--- src/rtl/reg_file_cfg.sv ---
// Parametrised configuration register file with masked writes, read-only protection,
// pipelined reads (1 or 2 cycle latency), error flagging and per-export change pulses.
module reg_file_cfg #(
    parameter int unsigned                 REG_WIDTH    = 8,
    parameter int unsigned                 ADDR_WIDTH   = 4,
    parameter int unsigned                 DEPTH        = 16,
    parameter int unsigned                 NUM_EXPORT   = 4,
    parameter int unsigned                 RD_LATENCY   = 1,
    parameter logic [DEPTH*REG_WIDTH-1:0] RESET_VALUES =
        (DEPTH*REG_WIDTH)'(32) << (3 * REG_WIDTH),
    parameter logic [DEPTH-1:0]           RO_MASK      = '0
) (
    input  logic                           i_CLK,
    input  logic                           i_RST,
    input  logic                           i_WrEn,
    input  logic                           i_RdEn,
    input  logic [ADDR_WIDTH-1:0]          i_Address,
    input  logic [REG_WIDTH-1:0]           i_WrData,
    input  logic [REG_WIDTH-1:0]           i_WrMask,
    output logic [REG_WIDTH-1:0]           o_RdData,
    output logic                           o_RdData_Valid,
    output logic                           o_Err,
    output logic [NUM_EXPORT*REG_WIDTH-1:0] o_Exports,
    output logic [NUM_EXPORT-1:0]          o_Changed
);

    logic [REG_WIDTH-1:0]  regs_q [DEPTH];
    logic [REG_WIDTH-1:0]  rd_val;
    logic [REG_WIDTH-1:0]  wr_val;
    logic [DEPTH-1:0]      wr_sel;
    logic [NUM_EXPORT-1:0] chg_d;
    logic                  addr_hit;
    logic                  addr_ro;
    logic                  wr_ok;
    logic                  wr_err;
    logic                  rd_req;
    logic                  rd_err;

    // Full compare against every implemented index so out-of-range addresses never alias.
    always_comb begin
        rd_val   = '0;
        addr_hit = 1'b0;
        addr_ro  = 1'b0;
        for (int k = 0; k < DEPTH; k++) begin
            if (i_Address == ADDR_WIDTH'(k)) begin
                rd_val   = regs_q[k];
                addr_hit = 1'b1;
                addr_ro  = RO_MASK[k];
            end
        end
    end

    assign wr_ok  = i_WrEn & addr_hit & ~addr_ro;
    assign wr_err = i_WrEn & ~(addr_hit & ~addr_ro);
    assign rd_req = i_RdEn & ~i_WrEn;
    assign rd_err = ~addr_hit;
    assign wr_val = (rd_val & ~i_WrMask) | (i_WrData & i_WrMask);

    always_comb begin
        wr_sel = '0;
        chg_d  = '0;
        for (int k = 0; k < DEPTH; k++) begin
            wr_sel[k] = wr_ok && (i_Address == ADDR_WIDTH'(k));
        end
        for (int k = 0; k < NUM_EXPORT; k++) begin
            chg_d[k] = wr_sel[k] && (wr_val != regs_q[k]);
        end
    end

    always_ff @(posedge i_CLK or negedge i_RST) begin
        if (!i_RST) begin
            for (int k = 0; k < DEPTH; k++) begin
                regs_q[k] <= RESET_VALUES[k*REG_WIDTH +: REG_WIDTH];
            end
        end else begin
            for (int k = 0; k < DEPTH; k++) begin
                if (wr_sel[k]) begin
                    regs_q[k] <= wr_val;
                end
            end
        end
    end

    for (genvar k = 0; k < NUM_EXPORT; k++) begin : g_export
        assign o_Exports[k*REG_WIDTH +: REG_WIDTH] = regs_q[k];
    end

    // Read request as seen one stage before the output register.
    logic                 pre_vld;
    logic                 pre_err;
    logic [REG_WIDTH-1:0] pre_data;

    if (RD_LATENCY == 2) begin : g_lat2
        logic                 s_vld_q;
        logic                 s_err_q;
        logic [REG_WIDTH-1:0] s_data_q;

        always_ff @(posedge i_CLK or negedge i_RST) begin
            if (!i_RST) begin
                s_vld_q  <= 1'b0;
                s_err_q  <= 1'b0;
                s_data_q <= '0;
            end else begin
                s_vld_q  <= rd_req;
                s_err_q  <= rd_err;
                s_data_q <= rd_val;
            end
        end

        assign pre_vld  = s_vld_q;
        assign pre_err  = s_err_q;
        assign pre_data = s_data_q;
    end else begin : g_lat1
        assign pre_vld  = rd_req;
        assign pre_err  = rd_err;
        assign pre_data = rd_val;
    end

    logic                  vld_q;
    logic                  err_q;
    logic [REG_WIDTH-1:0]  data_q;
    logic [NUM_EXPORT-1:0] chg_q;

    always_ff @(posedge i_CLK or negedge i_RST) begin
        if (!i_RST) begin
            vld_q  <= 1'b0;
            err_q  <= 1'b0;
            data_q <= '0;
            chg_q  <= '0;
        end else begin
            vld_q  <= pre_vld;
            err_q  <= wr_err | (pre_vld & pre_err);
            data_q <= pre_vld ? pre_data : '0;
            chg_q  <= chg_d;
        end
    end

    assign o_RdData       = data_q;
    assign o_RdData_Valid = vld_q;
    assign o_Err          = err_q;
    assign o_Changed      = chg_q;

endmodule

--- config.mk ---
export PLATFORM = sky130hd
export DESIGN_NAME = reg_file_cfg
export DESIGN_NICKNAME = d
export VERILOG_FILES = /design/src/rtl/reg_file_cfg.sv
export SDC_FILE = /design/constraint.sdc
export NUM_CORES = 1
export LEC_CHECK = 0
export CELL_PAD_IN_SITES_DETAIL_PLACEMENT = 1
export CELL_PAD_IN_SITES_GLOBAL_PLACEMENT = 2
export CORE_MARGIN = 2
export CORE_UTILIZATION = 25
export DETAILED_ROUTE_END_ITERATION = 16
export PLACE_DENSITY = 0.57
export SLEW_MARGIN = 15
export SYNTH_ARGS = -nofsm -noshare
export SYNTH_HDL_FRONTEND = slang
export SYNTH_SLANG_ARGS = --single-unit
--- constraint.sdc ---
create_clock -name i_CLK -period 2.8 [get_ports i_CLK]
set_input_delay 0.56 -clock i_CLK [delete_from_list [all_inputs] [get_ports i_CLK]]
set_output_delay 0.56 -clock i_CLK [all_outputs]
set_load 0.005 [all_outputs]
==> results.json <==
{
  "clk_pin_slew_ns": 0.07,
  "antenna_left": 0,
  "fin_crit_sh_pct": 98.4,
  "tns_ns": 0,
  "grt_setup_unrepaired": "true",
  "r2r_setup_slack_ns": 0.31,
  "clk_latency_ns": 0.43,
  "synth-edff-count": 0,
  "total_power_uw": 7410,
  "drtPass1Iterations": 5,
  "hold_viol": 0,
  "dieArea_um2": 32100,
  "fmax_mhz": 363,
  "via_per_inst": 4.86,
  "max_slew_margin_pct": 54.6,
  "coreArea_um2": 30300,
  "overflow": 0,
  "path_cells": "clkdlybuf4s50_1, buf_12, buf_4, nand2b_1, a211oi_2, a211o_1, a2bb2oi_2, mux2_2, xnor2_1, a2111oi_2, a41oi_2",
  "ys_warn_count": 0,
  "critical_path_required_ns": 3.08,
  "layout-drive-gt1-share_pct": 23.5,
  "wl_per_cell_um": 22.0,
  "routed_wl_um": 30800,
  "via_count": 6800,
  "critPathLaunchType": "input port",
  "cts_sinks": 142,
  "dp_cells": 1365,
  "cts_max_path_buffers": 2,
  "grt.total_usage_pct": 20.1,
  "drc": 0,
  "root_buffer": "clkbuf_16",
  "syn_avg_cell_area_um2": 9.18,
  "rr_worst_depth": 8,
  "syn_nets": 859,
  "ys_ff_latch": 142,
  "slew_violations": 0,
  "grt_max_degree": 58,
  "ys.flop_type": "dfrtp_1",
  "cts_tree": "done",
  "dieWidth_um": 179,
  "finClkSkew_ns": 0.0129,
  "p_leak_uw": 0.00442,
  "numCtsBuffers": 17,
  "path_class": "input port to flop",
  "period_needed_ns": 2.75,
  "ys_types": 81,
  "timing.max_cap.violations": 0,
  "r2r_end": "o_Changed[3]$_DFF_PN0_",
  "fp.dieH_um": 179,
  "yosysSeqAreaShare_pct": 46.4,
  "worst_slack_ns": 0.0452,
  "cpMaxStageDelayCell": "clkdlybuf4s50_1",
  "worstPathMaxFanout": 15,
  "dpl_worst_slack_ns": -0.534,
  "cp-end-kind": "flop",
  "r2r-start": "o_Exports[7]$_DFFE_PN0P_",
  "ios": 70,
  "drt-initial-drc-count": 444,
  "dp_hpwl_um": 23200,
  "port_buffers": 69,
  "async_flop_share_pct": 100,
  "areaGrowthSynthToFinish_pct": 34.1,
  "outcome": "complete, no violations",
  "fillers": 3525,
  "antenna_cells": 0,
  "grt_pass1_wl_um": 46700,
  "syn-instance-count": 835,
  "peakVddDrop_v": 0.000382,
  "grt_pass1_vias": 7109,
  "worst_slew_pin_slew_ns": 0.681,
  "hold_class": "input port to async pin",
  "netlist_area_um2": 7660,
  "htreeDepth": 4,
  "setup_viol": 0,
  "start_util_pct": 25.3,
  "final_cells": 1398,
  "finalNetCount": 1013,
  "antenna_found_initial": 0,
  "place_congestion": 0.851,
  "slowest_delay_ns": 0.45,
  "fin_util_pct": 33.9,
  "power_density_nw_per_um2": 721,
  "num_rows": 64,
  "cp_data_arrival_time_ns": 3.04
}
[routing by layer]
layer	vias to the layer above	track usage, %	part of all wire, %
li1	3213	-	-
met1	3441	28.0	48
met2	124	32.5	47
met3	22	3.27	3.4
met4	0	4.67	1.4
met5	-	0	0
[Yosys cell counts, types with 3 or more instances]
master / count / area (um2)
nand2_1: 93 / 349
inv_1: 12 / 45.0
a31o_2: 3 / 26.3
o32ai_1: 3 / 26.3
o22ai_1: 6 / 37.5
nand3b_1: 6 / 45.0
a21oi_1: 83 / 415
nor2b_1: 9 / 56.3
o2bb2ai_1: 3 / 26.3
nand2b_1: 11 / 68.8
dfrtp_1: 141 / 3530
a21o_1: 4 / 30.0
inv_2: 3 / 11.3
o211ai_1: 3 / 22.5
a31oi_1: 7 / 43.8
mux2_2: 5 / 56.3
nand4_1: 3 / 18.8
nand3_1: 15 / 75.1
o221ai_1: 4 / 35.0
xnor2_1: 16 / 140
a211oi_1: 6 / 45.0
a41oi_1: 3 / 26.3
mux2i_1: 27 / 270
o21ai_1: 8 / 40.0
xor2_1: 17 / 149
o31ai_1: 3 / 22.5
nor3b_1: 4 / 30.0
clkbuf_1: 20 / 75.1
nand4b_1: 4 / 35.0
a221oi_1: 4 / 35.0
nor2_1: 91 / 342
buf_4: 39 / 293
buf_6: 5 / 56.3
nor3_1: 7 / 35.0
buf_2: 23 / 115
o21a_1: 3 / 22.5
a222oi_1: 3 / 30.0
o21ai_0: 82 / 410
a2bb2oi_1: 5 / 43.8
[cell families after synthesis]
| kind of cell | count (synthesis) | synth area share [%] |
|---|---|---|
| flops | 142 | 46.4 |
| compound gates | 259 | 21.3 |
| other cells | 1 | 0.0489 |
| buf+inv | 106 | 8.39 |
| simple gates | 260 | 15.4 |
| mux | 34 | 4.73 |
| xor+xnor | 33 | 3.77 |
[per-stage QoR]
stage               area [um2]  hold WS [ns]
finish                   10300         0.112
global route             10300         0.158
CTS                      10200         0.148
detailed placement        9570         0.468
global placement          9570         0.459
floorplan                 7660         0.264
[how the worst max path moves through the flow]
stage                       from                     end
detailed placement  i_Address[3]  o_Changed[3]$_DFF_PN0_
floorplan           i_Address[0]  o_Changed[1]$_DFF_PN0_
finish              i_Address[3]  o_Changed[3]$_DFF_PN0_
global route        i_Address[3]  regs_q[90]$_DFFE_PN0P_
global placement    i_Address[3]  o_Changed[3]$_DFF_PN0_
CTS                 i_Address[3]  o_Changed[3]$_DFF_PN0_
[area by class of cell]
| type | instances | area [um2] | area share, % |
|---|---|---|---|
| repair buffers | 226 | 1990 | 19.4 |
| clock buffers | 19 | 433 | 4.21 |
| inverters | 15 | 56.3 | 0.548 |
| clock inverters | 13 | 164 | 1.59 |
| flip-flops and latches | 142 | 3550 | 34.6 |
| multi-input cells | 587 | 3580 | 34.8 |
| well taps | 396 | 495 | 4.82 |
[cell usage in the layout, fill, tap and decap left out, drive strengths merged, types with 3 or more instances in the layout]
| cell type | count |
|---|---|
| o221ai | 4 |
| a211oi | 8 |
| o211ai | 3 |
| xor2 | 17 |
| nand4b | 4 |
| clkbuf | 19 |
| bufinv | 3 |
| o31ai | 3 |
| nor2 | 92 |
| a41oi | 3 |
| a2bb2oi | 6 |
| inv | 18 |
| o21a | 3 |
| a31oi | 8 |
| mux2i | 28 |
| nand2b | 11 |
| a31o | 3 |
| clkdlybuf4s50 | 65 |
| a21oi | 83 |
| nand2 | 93 |
| nor3b | 4 |
| o21ai | 90 |
| nor3 | 7 |
| a222oi | 3 |
| a221oi | 4 |
| a21o | 4 |
| o22ai | 7 |
| buf | 161 |
| o32ai | 3 |
| nand4 | 3 |
| clkinv | 5 |
| dfrtp | 141 |
| a2111oi | 4 |
| nor2b | 9 |
| xnor2 | 16 |
| nand3b | 6 |
| or2 | 3 |
| mux2 | 5 |
| nand3 | 15 |
| o2bb2ai | 3 |
[sequential cells by signal, indices dropped and copies added, names as in the netlist]
register        count
regs_q             96
o_Exports          32
o_RdData            8
o_Err               1
o_RdData_Valid      1
o_Changed           4
[critical path: cells and delay by family]
kind                      cells  cell delay (ns)
muxes                         1             0.33
AOI/OAI and AO/OA             5             1.04
buffers and inverters         3             0.76
and+or+nand+nor               1             0.18
xor gates and xnor gates      1             0.15
[report_power, final]
| part | internal [uW] | leakage [uW] | switching (uW) |
|---|---|---|---|
| clock | 1410 | 0.000288 | 975 |
| sequential | 2510 | 0.00176 | 397 |
| combinational | 1040 | 0.00237 | 1080 |
[timing repair]
| action | CTS | global route |
|---|---|---|
| hold buffers | 0 | 0 |
| pin swaps | 2 | 7 |
| buffers inserted | 0 | 1 |
| setup endpoints to repair | 1 | 39 |
| gates resized for setup | 3 | 17 |
| cloned | 0 | 0 |
| hold endpoints to repair | 0 | 0 |
(Power assumes the default switching activity.)
